===== config.mk =====
export PLATFORM = sky130hd
export DESIGN_NAME = quant_port_scheduler_flat
export DESIGN_NICKNAME = d
export VERILOG_FILES = /design/src/rtl/quant_port_scheduler_pkg.sv /design/src/rtl/quant_port_scheduler_if.sv /design/src/rtl/quant_port_scheduler_rr_arb.sv /design/src/rtl/quant_port_scheduler.sv /design/src/flat_wrapper.sv
export SDC_FILE = /design/constraint.sdc
export NUM_CORES = 1
export LEC_CHECK = 0
export CAP_MARGIN = 20
export CORE_AREA = 2 2 282 284
export DETAILED_ROUTE_END_ITERATION = 10
export DIE_AREA = 0 0 284 286
export PLACE_DENSITY_LB_ADDON = 0.1
export SLEW_MARGIN = 10
export SYNTH_ARGS = -nofsm -noshare
export SYNTH_HDL_FRONTEND = slang
export SYNTH_SLANG_ARGS = --single-unit

===== constraint.sdc =====
create_clock -name i_clk -period 1.55 [get_ports i_clk]
set_input_delay 0.31 -clock i_clk [delete_from_list [all_inputs] [get_ports i_clk]]
set_output_delay 0.31 -clock i_clk [all_outputs]
set_load 0.03 [all_outputs]

===== src/rtl/quant_port_scheduler_pkg.sv =====
// quant_port_scheduler shared types and helpers.
// Tag entry layout, default sizing and the round-robin pick function.
package quant_sched_pkg;

  localparam int DEF_SRAMC_W     = 128;
  localparam int DEF_ADRC_W      = 11;
  localparam int DEF_SRAMC_N     = 8;
  localparam int DEF_N_REQ       = 2;
  localparam int DEF_PIPE_LAT    = 6;
  localparam int DEF_SRAM_RD_LAT = 1;
  localparam int TAG_DEPTH       = 1 + DEF_PIPE_LAT + DEF_SRAM_RD_LAT;
  localparam int MAX_REQ         = 8;
  localparam int ID_W            = 3;

  typedef struct packed {
    logic            vld;
    logic            is_rd;
    logic [ID_W-1:0] id;
  } tag_t;

  // First set bit of valid after ptr, wrapping at n.
  function automatic logic [MAX_REQ-1:0] rr_pick(
    input logic [MAX_REQ-1:0] valid,
    input logic [ID_W-1:0]    ptr,
    input int                 n
  );
    logic [MAX_REQ-1:0] g;
    logic               found;
    int                 idx;
    g     = '0;
    found = 1'b0;
    for (int i = 1; i <= MAX_REQ; i++) begin
      idx = (int'(ptr) + i) % n;
      if (i <= n && !found && valid[idx[2:0]]) begin
        g[idx[2:0]] = 1'b1;
        found       = 1'b1;
      end
    end
    return g;
  endfunction

endpackage


===== src/rtl/quant_port_scheduler_if.sv =====
// quant_port_scheduler bus interface.
// master = requesters/SRAM side, slave = scheduler.
interface quant_port_scheduler_if
  import quant_sched_pkg::*;
#(
  parameter int N_REQ   = DEF_N_REQ,
  parameter int SRAMC_W = DEF_SRAMC_W,
  parameter int ADRC_W  = DEF_ADRC_W,
  parameter int SRAMC_N = DEF_SRAMC_N
);
  logic                       i_hold;
  logic [N_REQ-1:0]           i_req_valid;
  logic [N_REQ-1:0]           o_req_ready;
  logic [N_REQ-1:0]           i_req_we;
  logic [N_REQ*ADRC_W-1:0]    i_req_addr;
  logic [N_REQ*SRAMC_W-1:0]   i_req_wdata;
  logic [N_REQ*SRAMC_N-1:0]   i_req_wmask;
  logic [SRAMC_W-1:0]         o_sramc_wdata_q;
  logic [ADRC_W-1:0]          o_sramc_addr_q;
  logic                       o_sramc_wren_q;
  logic [SRAMC_N-1:0]         o_sramc_wmask_q;
  logic                       o_sramc_rden_q;
  logic [SRAMC_W-1:0]         i_sramc_rdata;
  logic [N_REQ-1:0]           o_rsp_valid;
  logic [SRAMC_W-1:0]         o_rsp_rdata;
  logic                       o_idle;
  logic [15:0]                o_hazard_cnt;

  modport master (
    output i_hold, i_req_valid, i_req_we,
    output i_req_addr, i_req_wdata, i_req_wmask,
    output i_sramc_rdata,
    input  o_req_ready, o_sramc_wdata_q, o_sramc_addr_q,
    input  o_sramc_wren_q, o_sramc_wmask_q, o_sramc_rden_q,
    input  o_rsp_valid, o_rsp_rdata, o_idle, o_hazard_cnt
  );

  modport slave (
    input  i_hold, i_req_valid, i_req_we,
    input  i_req_addr, i_req_wdata, i_req_wmask,
    input  i_sramc_rdata,
    output o_req_ready, o_sramc_wdata_q, o_sramc_addr_q,
    output o_sramc_wren_q, o_sramc_wmask_q, o_sramc_rden_q,
    output o_rsp_valid, o_rsp_rdata, o_idle, o_hazard_cnt
  );
endinterface


===== src/rtl/quant_port_scheduler_rr_arb.sv =====
// quant_sched_rr_arb: N-way round-robin arbiter.
// Grant goes to the first requester after ptr; en=0 masks all grants.
module quant_sched_rr_arb
  import quant_sched_pkg::*;
#(
  parameter int N = 2
) (
  input  logic [N-1:0]    req,
  input  logic [ID_W-1:0] ptr,
  input  logic            en,
  output logic [N-1:0]    gnt
);
  logic [MAX_REQ-1:0] pick;

  // One-hot pick, gated by enable
  always_comb begin
    pick = rr_pick(MAX_REQ'(req), ptr, N);
    gnt  = en ? pick[N-1:0] : '0;
  end

  if (N < MAX_REQ) begin : g_unused
    logic unused_hi;
    assign unused_hi = |pick[MAX_REQ-1:N];
  end
endmodule


===== src/rtl/quant_port_scheduler.sv =====
// quant_port_scheduler: round-robin owner of the quantized SRAMC port.
// Optional macro QUANT_SCHED_HAZARD_CNT_EN enables the hold-stall counter.
module quant_port_scheduler
  import quant_sched_pkg::*;
#(
  parameter int SRAMC_W     = DEF_SRAMC_W,
  parameter int ADRC_W      = DEF_ADRC_W,
  parameter int SRAMC_N     = DEF_SRAMC_N,
  parameter int N_REQ       = DEF_N_REQ,
  parameter int PIPE_LAT    = DEF_PIPE_LAT,
  parameter int SRAM_RD_LAT = DEF_SRAM_RD_LAT
) (
  input logic                  i_clk,
  input logic                  i_rst,
  quant_port_scheduler_if.slave bus
);
  localparam int D = 1 + PIPE_LAT + SRAM_RD_LAT;

  logic [N_REQ-1:0]   gnt;
  logic               arb_en;
  logic               accept;
  logic [ID_W-1:0]    gnt_id;
  logic               sel_we;
  logic [ADRC_W-1:0]  sel_addr;
  logic [SRAMC_W-1:0] sel_wdata;
  logic [SRAMC_N-1:0] sel_wmask;

  logic [ID_W-1:0]    ptr_q, ptr_d;
  logic               wren_q, wren_d;
  logic               rden_q, rden_d;
  logic [ADRC_W-1:0]  addr_q, addr_d;
  logic [SRAMC_W-1:0] wdata_q, wdata_d;
  logic [SRAMC_N-1:0] wmask_q, wmask_d;
  tag_t               tag_q [D];
  tag_t               tag_d [D];
  logic [N_REQ-1:0]   rsp_valid_q, rsp_valid_d;
  logic [SRAMC_W-1:0] rsp_rdata_q, rsp_rdata_d;
  logic               busy;

  assign arb_en = ~bus.i_hold & ~i_rst;

  quant_sched_rr_arb #(.N(N_REQ)) u_arb (
    .req (bus.i_req_valid),
    .ptr (ptr_q),
    .en  (arb_en),
    .gnt (gnt)
  );

  // Encode the grant and select the winning payload
  always_comb begin
    gnt_id    = '0;
    sel_we    = 1'b0;
    sel_addr  = '0;
    sel_wdata = '0;
    sel_wmask = '0;
    for (int r = 0; r < N_REQ; r++) begin
      if (gnt[r]) begin
        gnt_id    = ID_W'(r);
        sel_we    = bus.i_req_we[r];
        sel_addr  = bus.i_req_addr[r*ADRC_W +: ADRC_W];
        sel_wdata = bus.i_req_wdata[r*SRAMC_W +: SRAMC_W];
        sel_wmask = bus.i_req_wmask[r*SRAMC_N +: SRAMC_N];
      end
    end
    accept = |gnt;
  end

  // Next state: pointer, issue regs, tag shift, response
  always_comb begin
    ptr_d   = accept ? gnt_id : ptr_q;
    wren_d  = accept & sel_we;
    rden_d  = accept & ~sel_we;
    addr_d  = accept ? sel_addr  : addr_q;
    wdata_d = accept ? sel_wdata : wdata_q;
    wmask_d = accept ? sel_wmask : wmask_q;
    tag_d[0] = '{vld: accept, is_rd: ~sel_we, id: gnt_id};
    for (int i = 1; i < D; i++) begin
      tag_d[i] = tag_q[i-1];
    end
    rsp_valid_d = '0;
    rsp_rdata_d = rsp_rdata_q;
    if (tag_q[D-1].vld && tag_q[D-1].is_rd) begin
      rsp_rdata_d = bus.i_sramc_rdata;
      for (int r = 0; r < N_REQ; r++) begin
        if (tag_q[D-1].id == ID_W'(r)) rsp_valid_d[r] = 1'b1;
      end
    end
  end

  // Idle when nothing is in the tag pipe and nothing issues now
  always_comb begin
    busy = accept;
    for (int i = 0; i < D; i++) begin
      busy = busy | tag_q[i].vld;
    end
  end

  // State registers
  always_ff @(posedge i_clk) begin
    if (i_rst) begin
      ptr_q       <= ID_W'(N_REQ - 1);
      wren_q      <= 1'b0;
      rden_q      <= 1'b0;
      addr_q      <= '0;
      wdata_q     <= '0;
      wmask_q     <= '0;
      rsp_valid_q <= '0;
      rsp_rdata_q <= '0;
      for (int i = 0; i < D; i++) tag_q[i] <= '0;
    end else begin
      ptr_q       <= ptr_d;
      wren_q      <= wren_d;
      rden_q      <= rden_d;
      addr_q      <= addr_d;
      wdata_q     <= wdata_d;
      wmask_q     <= wmask_d;
      rsp_valid_q <= rsp_valid_d;
      rsp_rdata_q <= rsp_rdata_d;
      for (int i = 0; i < D; i++) tag_q[i] <= tag_d[i];
    end
  end

`ifdef QUANT_SCHED_HAZARD_CNT_EN
  logic [15:0] hz_q, hz_d;

  // Saturating count of cycles stalled by hold
  always_comb begin
    hz_d = hz_q;
    if ((|bus.i_req_valid) && bus.i_hold && !accept && hz_q != 16'hFFFF)
      hz_d = hz_q + 16'd1;
  end

  // Hazard counter register
  always_ff @(posedge i_clk) begin
    if (i_rst) hz_q <= '0;
    else       hz_q <= hz_d;
  end

  assign bus.o_hazard_cnt = hz_q;
`else
  assign bus.o_hazard_cnt = '0;
`endif

  assign bus.o_req_ready     = gnt;
  assign bus.o_sramc_wren_q  = wren_q;
  assign bus.o_sramc_rden_q  = rden_q;
  assign bus.o_sramc_addr_q  = addr_q;
  assign bus.o_sramc_wdata_q = wdata_q;
  assign bus.o_sramc_wmask_q = wmask_q;
  assign bus.o_rsp_valid     = rsp_valid_q;
  assign bus.o_rsp_rdata     = rsp_rdata_q;
  assign bus.o_idle          = ~busy;
endmodule


===== src/flat_wrapper.sv =====
// flat-port wrapper written by rule: the top's interface ports become plain ports
module quant_port_scheduler_flat import quant_sched_pkg::*;
#(
  parameter int SRAMC_W     = DEF_SRAMC_W,
  parameter int ADRC_W      = DEF_ADRC_W,
  parameter int SRAMC_N     = DEF_SRAMC_N,
  parameter int N_REQ       = DEF_N_REQ,
  parameter int PIPE_LAT    = DEF_PIPE_LAT,
  parameter int SRAM_RD_LAT = DEF_SRAM_RD_LAT
)
  (i_clk, i_rst, bus_i_hold, bus_i_req_valid, bus_i_req_we, bus_i_req_addr, bus_i_req_wdata, bus_i_req_wmask, bus_i_sramc_rdata, bus_o_req_ready, bus_o_sramc_wdata_q, bus_o_sramc_addr_q, bus_o_sramc_wren_q, bus_o_sramc_wmask_q, bus_o_sramc_rden_q, bus_o_rsp_valid, bus_o_rsp_rdata, bus_o_idle, bus_o_hazard_cnt);
  quant_port_scheduler_if #(.N_REQ(N_REQ), .SRAMC_W(SRAMC_W), .ADRC_W(ADRC_W), .SRAMC_N(SRAMC_N)) bus_i ();
  input logic i_clk;
  input logic i_rst;
  input wire logic [$bits(bus_i.i_hold)-1:0] bus_i_hold;
  input wire logic [$bits(bus_i.i_req_valid)-1:0] bus_i_req_valid;
  input wire logic [$bits(bus_i.i_req_we)-1:0] bus_i_req_we;
  input wire logic [$bits(bus_i.i_req_addr)-1:0] bus_i_req_addr;
  input wire logic [$bits(bus_i.i_req_wdata)-1:0] bus_i_req_wdata;
  input wire logic [$bits(bus_i.i_req_wmask)-1:0] bus_i_req_wmask;
  input wire logic [$bits(bus_i.i_sramc_rdata)-1:0] bus_i_sramc_rdata;
  output wire logic [$bits(bus_i.o_req_ready)-1:0] bus_o_req_ready;
  output wire logic [$bits(bus_i.o_sramc_wdata_q)-1:0] bus_o_sramc_wdata_q;
  output wire logic [$bits(bus_i.o_sramc_addr_q)-1:0] bus_o_sramc_addr_q;
  output wire logic [$bits(bus_i.o_sramc_wren_q)-1:0] bus_o_sramc_wren_q;
  output wire logic [$bits(bus_i.o_sramc_wmask_q)-1:0] bus_o_sramc_wmask_q;
  output wire logic [$bits(bus_i.o_sramc_rden_q)-1:0] bus_o_sramc_rden_q;
  output wire logic [$bits(bus_i.o_rsp_valid)-1:0] bus_o_rsp_valid;
  output wire logic [$bits(bus_i.o_rsp_rdata)-1:0] bus_o_rsp_rdata;
  output wire logic [$bits(bus_i.o_idle)-1:0] bus_o_idle;
  output wire logic [$bits(bus_i.o_hazard_cnt)-1:0] bus_o_hazard_cnt;
  assign bus_i.i_hold = bus_i_hold;
  assign bus_i.i_req_valid = bus_i_req_valid;
  assign bus_i.i_req_we = bus_i_req_we;
  assign bus_i.i_req_addr = bus_i_req_addr;
  assign bus_i.i_req_wdata = bus_i_req_wdata;
  assign bus_i.i_req_wmask = bus_i_req_wmask;
  assign bus_i.i_sramc_rdata = bus_i_sramc_rdata;
  assign bus_o_req_ready = bus_i.o_req_ready;
  assign bus_o_sramc_wdata_q = bus_i.o_sramc_wdata_q;
  assign bus_o_sramc_addr_q = bus_i.o_sramc_addr_q;
  assign bus_o_sramc_wren_q = bus_i.o_sramc_wren_q;
  assign bus_o_sramc_wmask_q = bus_i.o_sramc_wmask_q;
  assign bus_o_sramc_rden_q = bus_i.o_sramc_rden_q;
  assign bus_o_rsp_valid = bus_i.o_rsp_valid;
  assign bus_o_rsp_rdata = bus_i.o_rsp_rdata;
  assign bus_o_idle = bus_i.o_idle;
  assign bus_o_hazard_cnt = bus_i.o_hazard_cnt;
  quant_port_scheduler #(.SRAMC_W(SRAMC_W), .ADRC_W(ADRC_W), .SRAMC_N(SRAMC_N), .N_REQ(N_REQ), .PIPE_LAT(PIPE_LAT), .SRAM_RD_LAT(SRAM_RD_LAT)) u_core (.i_clk(i_clk), .i_rst(i_rst), .bus(bus_i));
endmodule

# After elaboration in Yosys (flattened, before gate mapping)
# Memory sizes are Yosys's and may differ from the RTL's.
# Index checks and enable logic that the tools add are counted.
# classes
muxes,34
magnitude_cmp,4
n_eq_ne,1
reduce_logical,8
add_sub_neg,2
bitwise,27
# op_table
cell,n
$mux W128,2
$mux W5,8
$mux W11,2
$mux W8,2
$or A1 B1 Y1,16
$mux W1,13
$lt A3 B4 Y1 const B,2
$ge A3 B1 Y1 const B,2
$mux W2,3
$not A1 Y1,5
$bmux W1 S2,2
$demux W1 S2,2
$logic_and A1 B1 Y1,4
$reduce_or A2 Y1,2
$and A1 B1 Y1,3
$eq A3 B1 Y1 const B,1
$logic_not A3 Y1,1
$add A1 B1 Y1 const B,2
$and A1 B1 Y1 const A,2
$or A2 B2 Y2,1
$logic_not A1 Y1,1
# word_totals
wordCells,85
register_bits,280
n_memories,1
mem_bits_rw,40
output_inout_bits,298
# memory_table
memory,depth,width,read_ports,rd_clocked_by_memory_dff,write_ports,line,rtl
u_core.tag_q,8,5,8,0,8,quant_port_scheduler.sv:34,tag_t tag_q [D];

# Longest topological paths before layout
# depth
depth_word,20
depth_mapped,6
mapped_depth_nobuf,4

# Modules after synthesis
# A second synthesis with hierarchy kept.
# unflattened
hier_cells,1335
hier_area_um2,13212.7
# by_module_without_submodules
module,area_each_um2,n_inst,seq_area_each_um2,cells_per_inst
quant_port_scheduler,13191.4,1,6085.8,1330
quant_sched_rr_arb,21.3,1,0.0,5

# Worst setup path after synthesis
# OpenSTA, ideal clock, no wires.
# synth_timing
kind,input -> output
start,input i_rst
end,output bus_o_idle
t_arrival_ps,1225
slack_ps,15
required_time_ps,1240
stages,5
n_path_buf,2
path_cell_list,or2_1 -> buf_2 -> buf_2 -> nor2_1 -> nor2_1
# synth_between
elab_chain_len,13
# synth_rtl
element,line,rtl
from (decl),flat_wrapper.sv:14,input logic i_rst;
$not A1 Y1,quant_port_scheduler.sv:40,assign arb_en = ~bus.i_hold & ~i_rst;
$and A1 B1 Y1,quant_port_scheduler.sv:40,
$mux W2,quant_port_scheduler_rr_arb.sv:18,gnt = en ? pick[N-1:0] : '0;
$reduce_or A2 Y1,quant_port_scheduler.sv:65,accept = |gnt;
$or A1 B1 Y1 (8 in a row),quant_port_scheduler.sv:94,busy = busy | tag_q[i].vld;
$not A1 Y1,quant_port_scheduler.sv:152,assign bus.o_idle = ~busy;
to (decl),flat_wrapper.sv:30,output wire logic [$bits(bus_i.o_idle)-1:0] bus_o_idle;
# Every way passes these cells.

==> qor.yml <==
setup_viol: 3
layout.nets: 2613
synth-adder-area-share_pct: 0
cp_slowest_cell: "dfxtp_4"
r2r-end: "u_core.bus.o_sramc_wdata_q[45]"
synth_area_sq_um: 12100
violations: "negative setup slack"
cp.required_ns: 1.24
ff2ff_setup_slack_ns: 0.08
synth.avg_cell_area_sq_um: 8.15
drive_gt1_share_pct: 21.6
path_buf_inv: 1
fin_crit_sh_pct: 118
drc: 0
synth_top_family_by_area: "simple AND/OR/NAND/NOR gates"
p_leak_nw: 8.04
synth_common_cells: "dfxtp_1, nand2_1, nand3_1, a31oi_1, nand4_1"
path_delay_family: "simple AND/OR/NAND/NOR gates"
die_y_um: 286
post_dp_cell_area_sq_um: 21000
gp_congestion: 0.832
drt_wl_total_um: 67600
cts_root_buffer: "clkbuf_16"
synth_top_area_share_pct: 50.3
synth_flop_cell: "dfxtp_1"
crit_type: "reg -> out"
rows: 103
power.density_nw_per_um2: 970
grt_first_pass_wirelength_um: 96800
ant_nets: 0
fill_cells: 8558
rsz0062_at_grt: "true"
maxSlewViolCount: 0
io_buffers: 710
h-tree-depth: 2
ys_types: 32
cts_tree: "built"
first_iter_violations: 880
vias_per_cell: 4.33
cp.arrival_ns: 1.52
max_freq_ghz: 0.545
layout_setup_ws_ns: -0.285
antenna_found_initial: 20
fin_skew_ns: 0.0202
hold_buffers: 0
gr-total-overflow: 0
crit_path_end: "bus_o_idle"
cts_buffers: 41
vdd_drop_max_v: 0.000558
rr_worst_depth: 6
place_hpwl_um: 49500
grt_usage_pct: 15.5
synthSimpleGateAreaFrac_pct: 22.9
cap_violations: 0
yosysWarnings: 0
yosys.area.top_type: "dfxtp_1"
crit_start: "u_core.tag_q[0][39]"
die_w_um: 284
synth.mux.area_fraction_pct: 0
grt_pass1_vias: 14500
crit_path_cell_trace: "nor4_4 > nand2_1 > nor2_1 > buf_4"
first_pass_iters: 5
async_flop_share_pct: 0
synth_area_leaders: "dfxtp_1, nand2_1, a31oi_1, nand4_1, nand3_1"
crit_cells: 4
synth_compound_area_share_pct: 19.3
path_clk_slew_ns: 0.06
synth_edf_count: 0
grt_max_degree: 67
synth_xor_area_share_pct: 0
clk_path_buf_depth: 3
end_kind: "primary output"
cpPeakStageDelay_ns: 0.35
cts.sinks: 304
wl_per_cell_um: 20.7
boundaryPins: 727
period_minus_slack_ns: 1.83
num_vias: 14200
ys_seq_area_share_pct: 50.3
power.total_mw: 21.2
dieArea_sq_um: 81200
core-area_sq_um: 78400
rr_startpoint: "u_core.ptr_q[0]"
hold_class: "in -> reg"
hold_viol_final: 0
postLayoutCellArea_sq_um: 21800
outcome: "complete, but fails checks"
netlist_instances: 1486
cp_max_fo: 2
start_kind: "flip-flop"
synth_seq_cells: 304
initial_utilization_pct: 15.5
syn_to_final_growth_pct: 80.0
clock_latency_ns: 0.55
synth.most_common_cell: "dfxtp_1"
## report_power, final
part	switching (mW)	internal [mW]	leakage, nW	total (mW)
clock	3.83	5.96	0.668	9.79
combinational	1.58	1.64	4.90	3.22
sequential	0.115	8.02	2.47	8.14
## worst min-delay path by stage
stage	slack (ns)	start	end	cells past startpoint
after floorplan	0.39	u_core.tag_q[0][35]	u_core.bus.o_rsp_valid[0]	1
after global placement	0.39	u_core.tag_q[0][35]	u_core.bus.o_rsp_valid[0]	1
after detailed placement	0.41	u_core.tag_q[0][35]	u_core.bus.o_rsp_valid[0]	1
after CTS	0.12	i_rst	u_core.tag_q[0][0]	5
after global routing	0.16	i_rst	u_core.tag_q[0][0]	5
final	0.17	i_rst	u_core.tag_q[0][0]	5
## area by class of cell
type | instances | area [sq um] | share of cell area (%)
timing repair buffer | 826 | 7750 | 35.6
clock buffer | 61 | 1190 | 5.46
inverter | 3 | 13.8 | 0.0631
clock inverter | 11 | 163 | 0.746
sequential | 304 | 6100 | 28.0
tap | 1050 | 1310 | 6.03
multi-input combinational | 1008 | 5240 | 24.0
antenna | 11 | 27.5 | 0.126
## placed cells by master (no fill, tap or decap), drive strengths merged, types with 4 or more instances in the layout
cell type      Yosys  layout
a21oi            128     128
a221o             11      11
a31oi            136     136
and3              11      11
buf              112     330
bufinv             0       4
clkbuf            74      67
clkdlybuf4s15      0      53
clkdlybuf4s18      0      11
clkdlybuf4s50      0     424
clkinv             0       5
conb               1      16
dfxtp            304     304
diode              0      11
inv                3       5
nand2            259     259
nand3            137     137
nand4            136     136
nor2               4       4
nor2b             21      21
o21ai            136     136
## sequential cells by signal (all words and copies together), names as in the netlist
signal                      count
u_core.bus.o_sramc_addr_q      11
u_core.ptr_q                    1
u_core.bus.o_rsp_valid          2
u_core.bus.o_rsp_rdata        128
u_core.bus.o_sramc_wdata_q    128
u_core.bus.o_sramc_wren_q       1
u_core.bus.o_sramc_rden_q       1
u_core.bus.o_sramc_wmask_q      8
u_core.tag_q                   24
## cells by family after synthesis
kind of cell / Yosys count
simple gates: 575
compound gates: 417
other cells: 1
buf+inv: 189
flops: 304
## layer usage
metal	part of all wire [%]	global-route usage, %	wire length (um)	vias to the layer above
met5	0.19	0	128	-
met1	40	18.2	27100	6619
li1	-	-	-	6744
met2	47	25.8	31800	669
met3	10	6.63	7010	111
met4	2.4	4.33	1610	20
## worst min-delay path, cell delays in order
cell and delay, ns:
buf_8 0.09, nor2_4 0.06, nand2_2 0.08, buf_4 0.11
inv_1 0.03
## through the flow
stage | std cells | setup WS, ns | util [%] | hold slack [ns] | TNS [ns]
after CTS | 3255 | -0.362 | 28.0 | 0.119 | -0.722
final | 3274 | -0.285 | 27.8 | 0.173 | -0.522
after global placement | 3178 | -0.424 | 26.8 | 0.392 | -54.32
after global routing | 3270 | -0.397 | 27.8 | 0.162 | -0.773
after floorplan | 1501 | 0.0147 | - | 0.389 | 0
after detailed placement | 3178 | -0.489 | 26.8 | 0.406 | -58.87
## timing repair
action / 4_1_cts / 5_1_grt
setup buffers: 5 / 2
pin swaps: 4 / 7
gates cloned: 0 / 6
resized for setup: 1040 / 150
setup endpoints to repair: 258 / 122
(Power assumes the default switching activity.)
